==> src/rtl/uncache_agent_pkg.sv <==
// Shared definitions for the uncached AXI agent: FSM state encoding and the
// fixed single-beat AXI burst parameters.
package uncache_agent_pkg;

  typedef enum logic [2:0] {
    IDLE,
    RD_ADDR,
    RD_DATA,
    WR_REQ,
    WR_RESP
  } uncache_state_t;

  localparam logic [7:0] AXI_LEN_SINGLE = 8'd0;
  localparam logic [1:0] AXI_BURST_INCR = 2'b01;

  function automatic logic [2:0] axi_size(input logic [1:0] size);
    return {1'b0, size};
  endfunction

endpackage

==> src/rtl/uncache_agent.sv <==
// Single-outstanding uncached access agent: turns one upstream request into
// one AXI single-beat read or write and reports completion via data_ok.
module uncache_agent
  import uncache_agent_pkg::*;
(
  input  logic        clk,
  input  logic        reset,
  input  logic        req,
  input  logic        we,
  input  logic [1:0]  size,
  input  logic [3:0]  wstrb,
  input  logic [31:0] addr,
  input  logic [31:0] wdata,
  output logic        addr_ok,
  output logic        data_ok,
  output logic [31:0] rdata,
  output logic        arvalid,
  input  logic        arready,
  output logic [31:0] araddr,
  output logic [2:0]  arsize,
  input  logic        rvalid,
  output logic        rready,
  input  logic [31:0] axi_rdata,
  output logic        awvalid,
  input  logic        awready,
  output logic [31:0] awaddr,
  output logic [2:0]  awsize,
  output logic        wvalid,
  input  logic        wready,
  output logic [31:0] axi_wdata,
  output logic [3:0]  axi_wstrb,
  output logic        wlast,
  input  logic        bvalid,
  output logic        bready
);

  uncache_state_t r_state;
  uncache_state_t w_next;

  logic [31:0] r_addr;
  logic [31:0] r_wdata;
  logic [1:0]  r_size;
  logic [3:0]  r_wstrb;
  logic        r_aw_done;
  logic        r_w_done;

  logic w_accept;
  logic w_aw_fire;
  logic w_w_fire;

  assign w_accept  = req && (r_state == IDLE);
  assign w_aw_fire = (r_state == WR_REQ) && !r_aw_done && awready;
  assign w_w_fire  = (r_state == WR_REQ) && !r_w_done  && wready;

  always_ff @(posedge clk or posedge reset) begin
    if (reset) begin
      r_state <= IDLE;
    end else begin
      r_state <= w_next;
    end
  end

  // Payload carries no reset: it is only observed after a fresh accept.
  always_ff @(posedge clk) begin
    if (w_accept) begin
      r_addr  <= addr;
      r_size  <= size;
      r_wstrb <= wstrb;
      r_wdata <= wdata;
    end
  end

  always_ff @(posedge clk or posedge reset) begin
    if (reset) begin
      r_aw_done <= 1'b0;
      r_w_done  <= 1'b0;
    end else if (r_state != WR_REQ) begin
      r_aw_done <= 1'b0;
      r_w_done  <= 1'b0;
    end else begin
      if (w_aw_fire) r_aw_done <= 1'b1;
      if (w_w_fire)  r_w_done  <= 1'b1;
    end
  end

  always_comb begin
    w_next  = r_state;
    arvalid = 1'b0;
    rready  = 1'b0;
    awvalid = 1'b0;
    wvalid  = 1'b0;
    bready  = 1'b0;
    data_ok = 1'b0;
    rdata   = '0;
    case (r_state)
      IDLE: begin
        if (req) w_next = we ? WR_REQ : RD_ADDR;
      end
      RD_ADDR: begin
        arvalid = 1'b1;
        if (arready) w_next = RD_DATA;
      end
      RD_DATA: begin
        rready = 1'b1;
        if (rvalid) begin
          data_ok = 1'b1;
          rdata   = axi_rdata;
          w_next  = IDLE;
        end
      end
      WR_REQ: begin
        awvalid = !r_aw_done;
        wvalid  = !r_w_done;
        // A handshake landing this cycle counts as done, so both orders and
        // the same-cycle case all leave after the later of the two.
        if ((r_aw_done || w_aw_fire) && (r_w_done || w_w_fire)) w_next = WR_RESP;
      end
      WR_RESP: begin
        bready = 1'b1;
        if (bvalid) begin
          data_ok = 1'b1;
          w_next  = IDLE;
        end
      end
      default: w_next = IDLE;
    endcase
  end

  assign addr_ok   = w_accept;
  assign araddr    = r_addr;
  assign awaddr    = r_addr;
  assign arsize    = axi_size(r_size);
  assign awsize    = axi_size(r_size);
  assign axi_wdata = r_wdata;
  assign axi_wstrb = r_wstrb;
  assign wlast     = 1'b1;

endmodule

==> config.mk <==
export PLATFORM = sky130hd
export DESIGN_NAME = uncache_agent
export DESIGN_NICKNAME = d
export VERILOG_FILES = /design/src/rtl/uncache_agent_pkg.sv /design/src/rtl/uncache_agent.sv
export SDC_FILE = /design/constraint.sdc
export NUM_CORES = 1
export LEC_CHECK = 0
export ABC_AREA = 1
export BUFFER_PORTS_ARGS = -buffer_cell sky130_fd_sc_hd__buf_2
export CAP_MARGIN = 10
export CORE_ASPECT_RATIO = 0.75
export CORE_UTILIZATION = 30
export DETAILED_ROUTE_END_ITERATION = 6
export HOLD_SLACK_MARGIN = 0.06
export PLACE_DENSITY_LB_ADDON = 0.1
export SYNTH_ARGS = -nofsm -noshare
export SYNTH_HDL_FRONTEND = slang
export SYNTH_SLANG_ARGS = --single-unit
==> constraint.sdc <==
create_clock -name clk -period 5.3 [get_ports clk]
set_clock_uncertainty 0.2 [all_clocks]
set_input_delay 0.265 -clock clk [delete_from_list [all_inputs] [get_ports clk]]
set_output_delay 0.265 -clock clk [all_outputs]
set_load 0.005 [all_outputs]
# ---- Yosys cells after proc, flatten, opt, wreduce, memory -nomap -nowiden
# Index checks and enable logic that the tools add are counted.
dict set report word_totals {
  register_bits 75
  in_bits 111
  output_inout_bits 146
  word_cells 52
}
dict set report classes {
  eq_ne 10
  n_mux 21
  n_reduce_logical 14
}
# operator count
set op_table {}
lappend op_table {{2-to-1 mux 32 bit} 2}
lappend op_table {{2-to-1 mux 3 bit} 5}
lappend op_table {{case mux 3 bit (5 select lines)} 1}
lappend op_table {{2-to-1 mux 1 bit} 11}
lappend op_table {{inequality test 2 bit, second input constant} 4}
lappend op_table {{equality test 3 x 2 -> 1 bit, second input constant} 2}
lappend op_table {{logical AND 1 bit} 6}
lappend op_table {{AND reduction 5 bit} 1}
lappend op_table {{nonzero test 2 bit} 2}
lappend op_table {{equality test 3 x 1 -> 1 bit, second input constant} 1}
lappend op_table {{equality test 3 bit, second input constant} 1}
lappend op_table {{zero test 3 bit} 1}
lappend op_table {{inequality test 3 x 2 -> 1 bit, second input constant} 1}
lappend op_table {{zero test 1 bit} 2}
lappend op_table {{logical OR 1 bit} 2}
lappend op_table {{2-to-1 mux 2 bit} 1}
lappend op_table {{inequality test 2 x 1 -> 1 bit, second input constant} 1}
lappend op_table {{case mux 1 bit (2 select lines)} 1}

# ---- Depth between registers and ports, before layout
dict set report depth {
  depth_word 7
  ltp_mapped 8
}

# ---- Least setup slack after synthesis
# No wires, ideal clock.
dict set report synth_timing {
  path_kind {register to register}
  from {reg r_state[1]}
  to {reg r_addr[0], in the netlist araddr[0], enable pin}
  setup_time_ps 502
  arrival_time_ps 3769
  required_ps 4598
  setup_slack_ps 828
  path_stages_with_launch 6
  path_cell_list {dfrtp_1 -> inv_1 -> nand2_2 -> nor2_1 -> inv_1 -> nor2_1}
}
dict set report synth_via {
  elab_chain_len 2
}
# element line_no
set synth_rtl {}
lappend synth_rtl {{start: declaration} uncache_agent.sv:37} ;# uncache_state_t r_state;
lappend synth_rtl {{start signal: assignment} uncache_agent.sv:59} ;# r_state <= w_next;
lappend synth_rtl {{zero test 3 bit} uncache_agent.sv:51} ;# assign w_accept = req && (r_state == IDLE);
lappend synth_rtl {{logical AND 1 bit} uncache_agent.sv:51}
lappend synth_rtl {{via addr_ok} uncache_agent.sv:14} ;# output logic addr_ok,
lappend synth_rtl {{end signal: assignment} uncache_agent.sv:66} ;# r_addr <= addr;
lappend synth_rtl {{end: declaration} uncache_agent.sv:40} ;# logic [31:0] r_addr;
# The timed path passes the listed nets, and every way through them passes these cells.
# A chain may end at the register's enable or synchronous reset.

# ---- Worst setup path in the final report
dict set report layout_timing {
  from {reg r_state[1]}
  to {out addr_ok}
}
dict set report layout_via {
  elab_chain_len 2
}
# element line_no
set layout_rtl {}
lappend layout_rtl {{zero test 3 bit} uncache_agent.sv:51}
lappend layout_rtl {{logical AND 1 bit} uncache_agent.sv:51}
lappend layout_rtl {{end: declaration} uncache_agent.sv:14}
# No other way between the ends.

==> impl_metrics.json <==
{
  "diodes": 0,
  "clk_pin_slew_ps": 60,
  "drc": 0,
  "rows": 31,
  "postCtsSetupBuffers": 0,
  "cp.required_ps": 4840,
  "totalWireLength_um": 7980,
  "clock.fmax_mhz": 374,
  "maxCapViolCount": 0,
  "power_density_nw_per_um2": 394,
  "cp.arrival_ps": 2210,
  "ctsRootBufferMaster": "clkbuf_16",
  "cts_resized": 0,
  "viasPerCell": 3.79,
  "worst_pin_slew_ps": 899,
  "cts_hold_buffers": 75,
  "crit_path_end_kind": "output pin",
  "postSynthCellCount": 231,
  "holdCritStartpoint": "req",
  "ys_ff_latch": 75,
  "htreeDepth": 3,
  "area.growth.synth_to_final_pct": 72.4,
  "yosys.area.top_type": "edfxtp_1",
  "clock_sinks": 75,
  "cts_buffers": 9,
  "hold_class": "input port to flop",
  "track_usage": 0.147,
  "slew-limit-headroom": 0.401,
  "coreArea_um2": 9740,
  "irDropWorstVdd_mv": 0.361,
  "synth_ff_type": "edfxtp_1",
  "antenna_found_initial": 0,
  "report.final.slew_viol_count": 0,
  "grt_first_pass_wirelength_um": 11500,
  "dpl.hpwl_um": 5710,
  "period_needed_ps": 2670,
  "die_area_um2": 10500,
  "insertion_delay_ps": 330,
  "syn_area_um2": 3030,
  "wl_per_cell_um": 11.9,
  "hold_violations": 0,
  "timing.final.crit_share": 0.504,
  "synthArstFlopShare": 0.0667,
  "synth-edff-count": 70,
  "overflow": 0,
  "crit_type": "flop to output pin",
  "grt_max_degree": 72,
  "outcome": "complete, no violations",
  "startpoint_type": "flop",
  "yosysUniqueCellTypes": 17,
  "drt_pass1_iterations": 4,
  "cts_tree": "done",
  "finalSetupViolCount": 0,
  "io-pin-count": 257,
  "r2r_start": "r_state[1]$_DFFE_PP0P_",
  "synth_top_cell_area_share": 0.693,
  "finalNonFillerCells": 668,
  "fp.dieW_um": 118,
  "start_util": 0.311,
  "avgSynthCellArea_um2": 13.1,
  "die_h_um": 89.1,
  "cp_max_fo": 71,
  "clock_path_buffers": 2,
  "yosys-top-cells-area": "edfxtp_1 69%, buf_4 9.2%, inv_1 5.7%",
  "first_global_vias": 2367,
  "ys_warn_count": 0,
  "placement.io_buffers": 253,
  "startpoint": "r_state[1]$_DFFE_PP0P_",
  "drt-initial-drc-count": 113,
  "rsz0062_at_grt": "false",
  "num_vias": 2532,
  "placedCellCount": 578,
  "leakage_nw": 2.64,
  "ant_nets": 0,
  "final_nets": 643,
  "finalSetupTns_ps": 0,
  "drive_above_1_share": 0.526,
  "place_congestion": 0.726,
  "ys_seq_area_frac": 0.735
}
## layout make-up
type	count	area, um2
well taps	132	165
clock inverters	6	81.3
inverters	47	176
repair buffers	329	2020
fillers	889	4510
clock buffers	9	225
multi-input cells	70	328
flip-flops and latches	75	2230
## synthesized netlist by cell type, types with 2 or more instances
| cell | instances |
|---|---|
| nor2_1 | 34 |
| buf_6 | 3 |
| a21oi_1 | 2 |
| nor2_2 | 9 |
| buf_4 | 37 |
| nand2_1 | 12 |
| nand2_2 | 3 |
| inv_1 | 46 |
| dfrtp_1 | 5 |
| edfxtp_1 | 70 |
| conb_1 | 2 |
| nand3_1 | 3 |
## where the power goes
group          total (mW)  switching, mW  internal (mW)
sequential          0.882         0.0549          0.827
combinational       0.549          0.300          0.249
clock               0.626          0.220          0.406
## path summary, 6_finish.rpt
check,end,slack (ps),cells past startpoint
max,addr_ok,2630,7
min,r_state[0]$_DFFE_PP0P_,80,3
max reg2reg,araddr[5]$_DFFE_PP_,3040,6
min reg2reg,r_aw_done$_DFFE_PP0P_,340,2
max in group asynchronous,r_state[2]$_DFFE_PP0P_,4540,3
min in group asynchronous,r_state[1]$_DFFE_PP0P_,180,3
## routing by layer
metal  track usage  part of all wire  wire length [um]
met5             0                 0                 0
met4        0.0524             0.010                80
met3        0.0478             0.054               433
met2         0.260              0.52              4180
met1         0.169              0.41              3280
## flip-flops by register name (all words and copies together), names as in the netlist
signal / flops
axi_wstrb: 4
r_aw_done: 1
araddr: 32
r_w_done: 1
r_size: 2
axi_wdata: 32
r_state: 3
## worst max-delay path, cell delays in order, from the launching register on
cell	delay [ps]
dfrtp_1	400
inv_1	160
nand2_2	90
nor2_1	130
inv_1	90
nor2_4	70
buf_4	660
buf_2	250
## logic make-up (layout without fill, tap and decap cells)
| group | Yosys count | count (layout) | synth area share |
|---|---|---|---|
| flops | 75 | 75 | 0.735 |
| compound gates | 5 | 5 | 0.00991 |
| other cells | 2 | 3 | 0.00248 |
| simple gates | 62 | 62 | 0.0920 |
| buf+inv | 87 | 391 | 0.161 |
## through the flow
stage	worst slack (ps)	instance area, um2	total power [mW]	utilization	hold WS (ps)
4_1_cts	2560	5230	2.09	0.537	74.9
5_1_grt	2330	5230	2.18	0.537	137
3_5_place_dp	2920	4170	1.41	0.428	-10.1
3_3_place_gp	2940	4170	1.41	0.428	-15.1
6_report	2630	5230	2.06	0.537	82.3
2_1_floorplan	828	3040	1.20	-	-156
## placed cells by master, fill, tap and decap left out, types with 3 or more instances in the layout
cell type        n
buf_2          253
clkbuf_16        9
conb_1           3
dfrtp_1          5
dlygate4sd3_1   75
edfxtp_1        70
inv_1           46
nand2_1         12
nand2_2          3
nand3_1          3
nor2_1          33
nor2_2           9
Note: power is estimated with default switching activity, not from simulation.
